$ cat src/rtl/fp_pkg.sv
// Shared constants and types for the FP multiplier writeback stage.
package fp_pkg;

  localparam int unsigned FLG_NV  = 4;
  localparam int unsigned FLG_OF  = 3;
  localparam int unsigned FLG_UF  = 2;
  localparam int unsigned FLG_RSV = 1;
  localparam int unsigned FLG_NX  = 0;

  localparam logic [1:0] LANES_FULL = 2'b11;
  localparam logic [1:0] LANES_LO   = 2'b01;

  localparam logic [31:0] QNAN32 = 32'h7FC0_0000;
  localparam logic [15:0] QNAN16 = 16'h7E00;

  typedef struct packed {
    logic [1:0]  lanes;
    logic [31:0] data;
  } wb_word_t;

  function automatic logic [31:0] pack_halves(input logic [15:0] hi, input logic [15:0] lo);
    return {hi, lo};
  endfunction

endpackage

$ cat src/rtl/fp_wb_stage_if.sv
// Result-in / word-out handshake bundle of the writeback stage.
interface fp_wb_stage_if;
  logic        in_valid;
  logic        in_ready;
  logic [31:0] in_result;
  logic [4:0]  in_flags;
  logic        in_mode_fp;
  logic        out_valid;
  logic        out_ready;
  logic [31:0] out_data;
  logic [1:0]  out_lanes;

  modport master (
    output in_valid, in_result, in_flags, in_mode_fp, out_ready,
    input  in_ready, out_valid, out_data, out_lanes
  );

  modport slave (
    input  in_valid, in_result, in_flags, in_mode_fp, out_ready,
    output in_ready, out_valid, out_data, out_lanes
  );
endinterface

$ cat src/rtl/fp_wb_fifo.sv
// Circular DEPTH x WIDTH FIFO; head data reads as zero when empty.
module fp_wb_fifo #(
  parameter int unsigned DEPTH = 4,
  parameter int unsigned WIDTH = 34
) (
  input  logic                     clk,
  input  logic                     rst_n,
  input  logic                     i_push,
  input  logic [WIDTH-1:0]         i_wdata,
  input  logic                     i_pop,
  output logic [WIDTH-1:0]         o_rdata,
  output logic [$clog2(DEPTH):0]   o_count,
  output logic                     o_full,
  output logic                     o_empty
);
  localparam int unsigned AW = $clog2(DEPTH);
  localparam int unsigned CW = AW + 1;

  logic [WIDTH-1:0] r_mem [DEPTH];
  logic [AW-1:0]    r_wptr;
  logic [AW-1:0]    r_rptr;
  logic [CW-1:0]    r_count;
  logic             w_push;
  logic             w_pop;

  assign o_full  = (r_count == CW'(DEPTH));
  assign o_empty = (r_count == '0);
  assign o_count = r_count;
  assign o_rdata = o_empty ? '0 : r_mem[r_rptr];

  // A full FIFO refuses pushes even when a pop frees a slot the same cycle.
  assign w_push = i_push && !o_full;
  assign w_pop  = i_pop && !o_empty;

  always_ff @(posedge clk or negedge rst_n) begin
    if (!rst_n) begin
      r_wptr  <= '0;
      r_rptr  <= '0;
      r_count <= '0;
    end else begin
      if (w_push) r_wptr <= r_wptr + 1'b1;
      if (w_pop)  r_rptr <= r_rptr + 1'b1;
      r_count <= r_count + CW'(w_push) - CW'(w_pop);
    end
  end

  always_ff @(posedge clk) begin
    if (w_push) r_mem[r_wptr] <= i_wdata;
  end

endmodule

$ cat src/rtl/fp_wb_stage.sv
// FP multiplier writeback: fp16 pairing, output FIFO and sticky fflags.
// Optional FP_FLAG_IRQ_EN adds irq_mask/irq for a registered flag interrupt.
module fp_wb_stage
  import fp_pkg::*;
#(
  parameter int unsigned DEPTH = 4
) (
  input  logic                   clk,
  input  logic                   rst_n,
  fp_wb_stage_if.slave           bus,
  input  logic                   flush_half,
  input  logic                   fflags_clr,
  output logic [$clog2(DEPTH):0] count,
  output logic [4:0]             fflags
`ifdef FP_FLAG_IRQ_EN
  ,
  input  logic [4:0]             irq_mask,
  output logic                   irq
`endif
);

  logic        w_full;
  logic        w_empty;
  logic        w_push;
  logic        w_pop;
  logic        w_accept;
  logic        w_in_ready;
  wb_word_t    w_wdata;
  wb_word_t    w_rdata;
  logic [15:0] w_pend_next;
  logic        w_pend_v_next;
  logic [4:0]  w_fflags_next;

  logic [15:0] r_pend;
  logic        r_pend_v;
  logic [4:0]  r_fflags;

  // fp16 with no pending half only updates the pend register, so it may enter when full.
  assign w_in_ready = !(r_pend_v && bus.in_mode_fp) &&
                      (!w_full || (!bus.in_mode_fp && !r_pend_v));
  assign w_accept   = bus.in_valid && w_in_ready;

  always_comb begin
    w_push        = 1'b0;
    w_wdata       = '0;
    w_pend_next   = r_pend;
    w_pend_v_next = r_pend_v;
    if (w_accept) begin
      if (bus.in_mode_fp) begin
        w_push  = 1'b1;
        w_wdata = '{lanes: LANES_FULL, data: bus.in_result};
      end else if (r_pend_v) begin
        w_push        = 1'b1;
        w_wdata       = '{lanes: LANES_FULL, data: pack_halves(bus.in_result[15:0], r_pend)};
        w_pend_v_next = 1'b0;
      end else begin
        w_pend_next   = bus.in_result[15:0];
        w_pend_v_next = 1'b1;
      end
    end else if (r_pend_v && !w_full && ((bus.in_valid && bus.in_mode_fp) || flush_half)) begin
      // Drain the orphaned half so a waiting fp32 result can follow it.
      w_push        = 1'b1;
      w_wdata       = '{lanes: LANES_LO, data: pack_halves(16'h0, r_pend)};
      w_pend_v_next = 1'b0;
    end
  end

  always_comb begin
    if (fflags_clr) begin
      w_fflags_next = w_accept ? bus.in_flags : 5'b0;
    end else begin
      w_fflags_next = w_accept ? (r_fflags | bus.in_flags) : r_fflags;
    end
  end

  always_ff @(posedge clk or negedge rst_n) begin
    if (!rst_n) begin
      r_pend   <= '0;
      r_pend_v <= 1'b0;
      r_fflags <= '0;
    end else begin
      r_pend   <= w_pend_next;
      r_pend_v <= w_pend_v_next;
      r_fflags <= w_fflags_next;
    end
  end

  assign w_pop = !w_empty && bus.out_ready;

  fp_wb_fifo #(
    .DEPTH (DEPTH),
    .WIDTH ($bits(wb_word_t))
  ) u_fifo (
    .clk     (clk),
    .rst_n   (rst_n),
    .i_push  (w_push),
    .i_wdata (w_wdata),
    .i_pop   (w_pop),
    .o_rdata (w_rdata),
    .o_count (count),
    .o_full  (w_full),
    .o_empty (w_empty)
  );

  assign bus.in_ready  = w_in_ready;
  assign bus.out_valid = !w_empty;
  assign bus.out_data  = w_rdata.data;
  assign bus.out_lanes = w_rdata.lanes;
  assign fflags        = r_fflags;

`ifdef FP_FLAG_IRQ_EN
  logic r_irq;

  always_ff @(posedge clk or negedge rst_n) begin
    if (!rst_n) r_irq <= 1'b0;
    else        r_irq <= |(w_fflags_next & irq_mask);
  end

  assign irq = r_irq;
`endif

endmodule

$ cat src/flat_wrapper.sv
// flat-port wrapper written by rule: the top's interface ports become plain ports
module fp_wb_stage_flat import fp_pkg::*;
#(
  parameter int unsigned DEPTH = 4
)
  (clk, rst_n, flush_half, fflags_clr, count, fflags, bus_in_valid, bus_in_result, bus_in_flags, bus_in_mode_fp, bus_out_ready, bus_in_ready, bus_out_valid, bus_out_data, bus_out_lanes);
  fp_wb_stage_if bus_i ();
  input  logic clk;
  input  logic rst_n;
  input  logic flush_half;
  input  logic fflags_clr;
  output logic [$clog2(DEPTH):0] count;
  output logic [4:0] fflags;
  input wire logic [$bits(bus_i.in_valid)-1:0] bus_in_valid;
  input wire logic [$bits(bus_i.in_result)-1:0] bus_in_result;
  input wire logic [$bits(bus_i.in_flags)-1:0] bus_in_flags;
  input wire logic [$bits(bus_i.in_mode_fp)-1:0] bus_in_mode_fp;
  input wire logic [$bits(bus_i.out_ready)-1:0] bus_out_ready;
  output wire logic [$bits(bus_i.in_ready)-1:0] bus_in_ready;
  output wire logic [$bits(bus_i.out_valid)-1:0] bus_out_valid;
  output wire logic [$bits(bus_i.out_data)-1:0] bus_out_data;
  output wire logic [$bits(bus_i.out_lanes)-1:0] bus_out_lanes;
  assign bus_i.in_valid = bus_in_valid;
  assign bus_i.in_result = bus_in_result;
  assign bus_i.in_flags = bus_in_flags;
  assign bus_i.in_mode_fp = bus_in_mode_fp;
  assign bus_i.out_ready = bus_out_ready;
  assign bus_in_ready = bus_i.in_ready;
  assign bus_out_valid = bus_i.out_valid;
  assign bus_out_data = bus_i.out_data;
  assign bus_out_lanes = bus_i.out_lanes;
  fp_wb_stage #(.DEPTH(DEPTH)) u_core (.clk(clk), .rst_n(rst_n), .bus(bus_i), .flush_half(flush_half), .fflags_clr(fflags_clr), .count(count), .fflags(fflags));
endmodule
$ cat config.mk
export PLATFORM = sky130hd
export DESIGN_NAME = fp_wb_stage_flat
export DESIGN_NICKNAME = d
export VERILOG_FILES = /design/src/rtl/fp_pkg.sv /design/src/rtl/fp_wb_stage_if.sv /design/src/rtl/fp_wb_fifo.sv /design/src/rtl/fp_wb_stage.sv /design/src/flat_wrapper.sv
export SDC_FILE = /design/constraint.sdc
export NUM_CORES = 1
export LEC_CHECK = 0
export BUFFER_PORTS_ARGS = -buffer_cell sky130_fd_sc_hd__buf_2
export CAP_MARGIN = 20
export CORE_MARGIN = 2
export CORE_UTILIZATION = 62
export CTS_CLUSTER_SIZE = 14
export DETAILED_ROUTE_END_ITERATION = 7
export PLACE_DENSITY = 0.94
export SLEW_MARGIN = 20
export SYNTH_ARGS = -nofsm -noshare
export SYNTH_HDL_FRONTEND = slang
export SYNTH_SLANG_ARGS = --single-unit
$ cat constraint.sdc
create_clock -name clk -period 6.5 [get_ports clk]
set_clock_uncertainty 0.2 [all_clocks]
set_input_delay 0.975 -clock clk [delete_from_list [all_inputs] [get_ports clk]]
set_output_delay 0.975 -clock clk [all_outputs]
set_load 0.01 [all_outputs]
==> reports/qor.yml, run 1 <==
die-area_mm2: 0.0119
cp-end-kind: "output port"
totalPowerFinal_mw: 3.67
critPathKind: "register to output port"
cts_root_buf: "clkbuf_8"
tns_ns: 0
holdBufCountCts: 0
seq_area_mm2: 0.00481
ys_async_sr_fraction: 0.176
clock_sink_count: 165
hp-class: "primary input to asynchronous set/reset pin"
fill_cells: 581
p_seq_frac: 0.417
path_clk_slew_ns: 0.06
place_area_mm2: 0.00738
synth_seq_cells: 165
whs_ns: 0.279
ant_nets: 0
synth-edff-count: 136
dp_slack_ns: 3.07
p_per_area_mw_per_mm2: 459
worst_pin_slew_ns: 0.978
h-tree-depth: 4
clock.fmax_mhz: 258
slowest_stage: "dfrtp_2"
critPathRequiredTime_ns: 5.32
firstDrtPassIters: 5
cts_buffers: 17
num_io_pins: 88
wl_um: 14700
cts.repair.resized: 0
combPwrFrac: 0.308
fp.dieW_um: 109
dp.cells: 589
drtIter0Drc: 401
grt_pass1_wl_um: 22600
startpoint_type: "register"
yosysSeqAreaShare: 0.704
crit_buf_inv: 2
outcome: "finished clean"
gr-total-overflow: 0
rows: 38
vdd_drop_max_v: 0.000305
slew_violations: 0
grt_setup_unrepaired: "no"
period_share: 0.596
p_leak_nw: 2.97
sw_frac_of_total: 0.302
timing.final.crit_period_ns: 3.88
syn_to_final_growth_pct: 17.2
grt_pass1_vias: 3977
core_mm2: 0.0108
post_cts_buffers: 0
internal_power_mw: 2.56
final_cell_area_mm2: 0.00800
crit_arrival_ns: 2.70
numPortBuffers: 87
synth_fp_nets: 429
final_nets: 519
slew_headroom: 0.348
synth-main-ff-cell: "edfxtp_1"
grt.total_usage: 0.270
synthDistinctLibCells: 30
dp_hpwl_um: 9100
multiInputGateArea_mm2: 0.00187
ys.warnings.count: 0
avgRoutedWirePerCell_um: 23.6
cts_buffer_depth: 2
synth_cells: 378
cp_max_fo: 19
start_util: 0.633
clock_latency_ns: 0.53
synth_area_mm2: 0.00683
finalHoldViolCount: 0
worst_slack_ns: 2.62
final-setup-viol-count: 0
stdcell_count: 621
gp_congestion: 0.795
max_stage_delay_ns: 0.78
final_common_cell: "edfxtp_1"
grt_max_degree: 38
layout_common_cells: "edfxtp_1, buf_2, and2_1, mux4_2, dfrtp_1"
die_y_um: 109
via_count: 3953
clockPowerShare: 0.275
final_core_util: 0.742
p_switching_mw: 1.11
rrSetupSlack_ns: 3.42
antenna_found_initial: 0
cts_tree: "yes"
diodes: 0
path_cells: "buf_4 -> mux4_2 -> and2_1 -> buf_2"
cap_violations: 0
critPathTopFamily: "flip-flops"
final_layout_size_suffix_gt1_frac: 0.380
viasPerCell: 6.37
syn_avg_cell_area_um2: 18.1
drcViolationCount: 0
-- routing by layer --
metal	track usage	vias to the layer above	part of all wire
met4	0.0870	0	0.021
met1	0.373	1985	0.37
li1	-	1649	-
met5	0	-	0
met3	0.0765	34	0.11
met2	0.425	285	0.50
-- final cells by class --
cell class,instances,area share
tap,140,0.0219
timing repair buffer,93,0.0600
multi-input combinational,174,0.234
sequential,165,0.601
clock buffer,17,0.0517
clock inverter,15,0.0234
inverter,17,0.00797
-- Yosys cell counts, types with 2 or more instances --
cell type | instances | area [µm²]
edfxtp_1 | 136 | 4080
and2_1 | 39 | 244
mux4_2 | 34 | 766
dfrtp_1 | 29 | 726
nor2_1 | 19 | 71.3
inv_1 | 17 | 63.8
mux2_2 | 17 | 191
a22o_1 | 16 | 140
a22oi_1 | 16 | 120
clkbuf_1 | 9 | 33.8
buf_2 | 8 | 40.0
ha_1 | 6 | 75.1
buf_4 | 5 | 37.5
o22ai_1 | 5 | 31.3
xnor2_1 | 4 | 35.0
nand2_1 | 2 | 7.51
nor3b_4 | 2 | 37.5
o21ai_0 | 2 | 10.0
-- flip-flops by register name, summed over array words and instances, names as in the netlist --
register and cells:
u_core.fflags 5, u_core.u_fifo.r_wptr 2, u_core.u_fifo.o_count 3, u_core.u_fifo.r_mem 136, u_core.u_fifo.r_rptr 2, u_core.r_pend_v 1, u_core.r_pend 16
-- path summary, 6_finish.rpt --
check / start / to / cells past startpoint
worst max-delay path: u_core.u_fifo.r_rptr[0] / bus_out_data[28] / 4
worst min-delay path: rst_n / u_core.u_fifo.o_count[0] / 1
worst max register to register: u_core.u_fifo.o_count[1] / u_core.u_fifo.o_count[2] / 9
worst min register to register: u_core.r_pend[3] / u_core.r_pend[3] / 1
max in group asynchronous: rst_n / u_core.u_fifo.r_rptr[0] / 1
min in group clk: u_core.r_pend[3] / u_core.r_pend[3] / 1
-- cell families after synthesis --
family / Yosys count / synth area share
AO/OA/AOI/OAI: 41 / 0.0467
XOR/XNOR: 5 / 0.00641
adder cells (fa/ha/maj): 7 / 0.0139
buffers and inverters: 39 / 0.0256
flip-flops: 165 / 0.704
multiplexers: 51 / 0.140
AND/OR/NAND/NOR: 70 / 0.0632
-- power by group through the flow --
stage               Sequential (mW)  Combinational (mW)  Clock, mW
global placement               1.53                1.08          0
global route                   1.55                1.23       1.06
finish                         1.53                1.13       1.01
CTS                            1.53                1.13       1.02
detailed placement             1.55                1.12          0
floorplan                      1.48               0.807          0
(Power assumes the default switching activity.)
==> run 2, diff against run 1 <==
- CORE_UTILIZATION: 62 -> 52
- PLACE_DENSITY: 0.94 -> 0.85
- clock period: 6.5 -> 3.2 ns (I/O delays scaled with it)
==> run 2 against run 1 <==
Net effect: setup slack lost 2.3 ns; sequential share of layout area shrank 0.93 points; critical path depth is the same; combinational power grew 110%; non-clock buffer count grew 11; sequential power grew 100%; largest cell class unchanged; routed wire length shrank 0.90%; via count shrank 2.9%; clock power grew 100%; highest routed layer unchanged; hold slack lost 0.19 ns.
==> reports/qor.yml, run 2 (synthesized netlist as in run 1, its figures left out) <==
outcome: "finished clean"
h-tree-depth: 4
syn_to_final_growth_pct: 19.0
fp.dieW_um: 119
die-area_mm2: 0.0141
avgRoutedWirePerCell_um: 21.9
grt_pass1_wl_um: 22800
final_nets: 530
grt_pass1_vias: 4099
combPwrFrac: 0.320
final_layout_size_suffix_gt1_frac: 0.390
vdd_drop_max_v: 0.000510
die_y_um: 119
rr_worst_depth: 9
p_per_area_mw_per_mm2: 926
viasPerCell: 5.78
slew_violations: 0
tns_ns: 0
start_util: 0.537
wl_um: 14500
fill_cells: 917
p_seq_frac: 0.406
timing.final.crit_period_ns: 2.88
antenna_found_initial: 0
hold_depth: 3
slew_headroom: 0.514
via_count: 3840
grt_max_degree: 37
gr-total-overflow: 0
period_share: 0.899
internal_power_mw: 5.28
numPortBuffers: 87
cap_violations: 0
largest-register: "u_core.u_fifo.r_mem"
rows: 41
p_switching_mw: 2.25
rrSetupSlack_ns: 0.64
final_common_cell: "edfxtp_1"
firstDrtPassIters: 4
place_area_mm2: 0.00750
cts_buffers: 17
drcViolationCount: 0
dp_hpwl_um: 9260
final_cell_area_mm2: 0.00813
whs_ns: 0.0939
diodes: 0
clockPowerShare: 0.274
grt_setup_unrepaired: "no"
final_core_util: 0.639
path_clk_slew_ns: 0.07
critPathKind: "register to output port"
startpoint_type: "register"
hp-class: "primary input to register"
post_cts_buffers: 0
cts_buffer_depth: 2
drtIter0Drc: 310
cts_root_buf: "clkbuf_16"
worst_pin_slew_ns: 0.728
sw_frac_of_total: 0.299
cts_tree: "yes"
cp_max_fo: 13
critPathRequiredTime_ns: 2.52
totalPowerFinal_mw: 7.53
cp-end-kind: "output port"
ant_nets: 0
grt.total_usage: 0.219
crit_arrival_ns: 2.20
r2r-end: "u_core.u_fifo.o_count[2]"
clock.fmax_mhz: 348
final-setup-viol-count: 0
clock_sink_count: 165
largest_reg_flops: 136
gp_congestion: 0.811
core_mm2: 0.0127
critPathLaunch: "u_core.u_fifo.r_rptr[0]"
layout_common_cells: "edfxtp_1, buf_2, and2_1, mux4_2, dfrtp_1"
r2r-start: "u_core.u_fifo.o_count[1]"
hp-start: "bus_in_flags[0]"
clock_latency_ns: 0.42
p_leak_nw: 3.04
finalHoldViolCount: 0
num_io_pins: 88
whs_endpoint: "u_core.fflags[0]"
## run 2: cell types whose count changed in the layout (fill, tap and decap cells not counted), sizes merged
cell,change
bufinv,-1
clkbuf,+3
clkinvlp,-2
clkinv,-1
buf,+10
dlygate4sd3,+1
inv,+1
## run 2: cell type report
class / instances / area (µm²) / area share
clock buffers: 20 / 457 / 0.0562
inverters: 17 / 63.8 / 0.00785
repair buffers: 104 / 578 / 0.0711
well taps: 172 / 215 / 0.0265
clock inverters: 12 / 153 / 0.0188
flip-flops and latches: 165 / 4810 / 0.592
multi-input cells: 174 / 1850 / 0.228
## run 2: how the worst max path moves through the flow
stage               slack, ns                        to
finish                   0.32          bus_out_lanes[1]
floorplan                0.58  u_core.u_fifo.o_count[2]
global route             0.20          bus_out_data[10]
global placement         0.52  u_core.u_fifo.o_count[2]
CTS                      0.26          bus_out_lanes[1]
detailed placement       0.43  u_core.u_fifo.o_count[2]
## run 2: what timing repair did
| action | CTS | global route |
|---|---|---|
| hold buffers | 1 | 0 |
| endpoints found under the hold margin | 29 | 0 |
| endpoints found under the setup margin | 0 | 0 |
| gates resized for setup | 0 | 0 |
## run 2: metrics by stage
step	setup WS [ns]	instances
finish	0.323	664
global route	0.202	664
CTS	0.263	664
detailed placement	0.426	631
global placement	0.517	631
floorplan	0.578	378
## run 2: routing by layer
layer / GRT usage / routed length, µm / vias up
met2: 0.358 / 7440 / 190
met4: 0.0685 / 231 / 0
met3: 0.0627 / 1100 / 17
met5: 0 / 0 / -
li1: - / - / 1670
met1: 0.286 / 5780 / 1963
## run 2: critical path, stage by stage, from the launching register on
cell	delay, ns
dfrtp_2	0.66
buf_12	0.23
mux4_2	0.54
and2_1	0.20
buf_2	0.14
## run 2: power groups by stage
stage               sequential (mW)  clock (mW)  combinational (mW)
floorplan                      3.00           0                1.64
global placement               3.05           0                2.39
detailed placement             3.09           0                2.43
CTS                            3.06        2.09                2.44
global route                   3.10        2.18                2.62
finish                         3.06        2.06                2.41
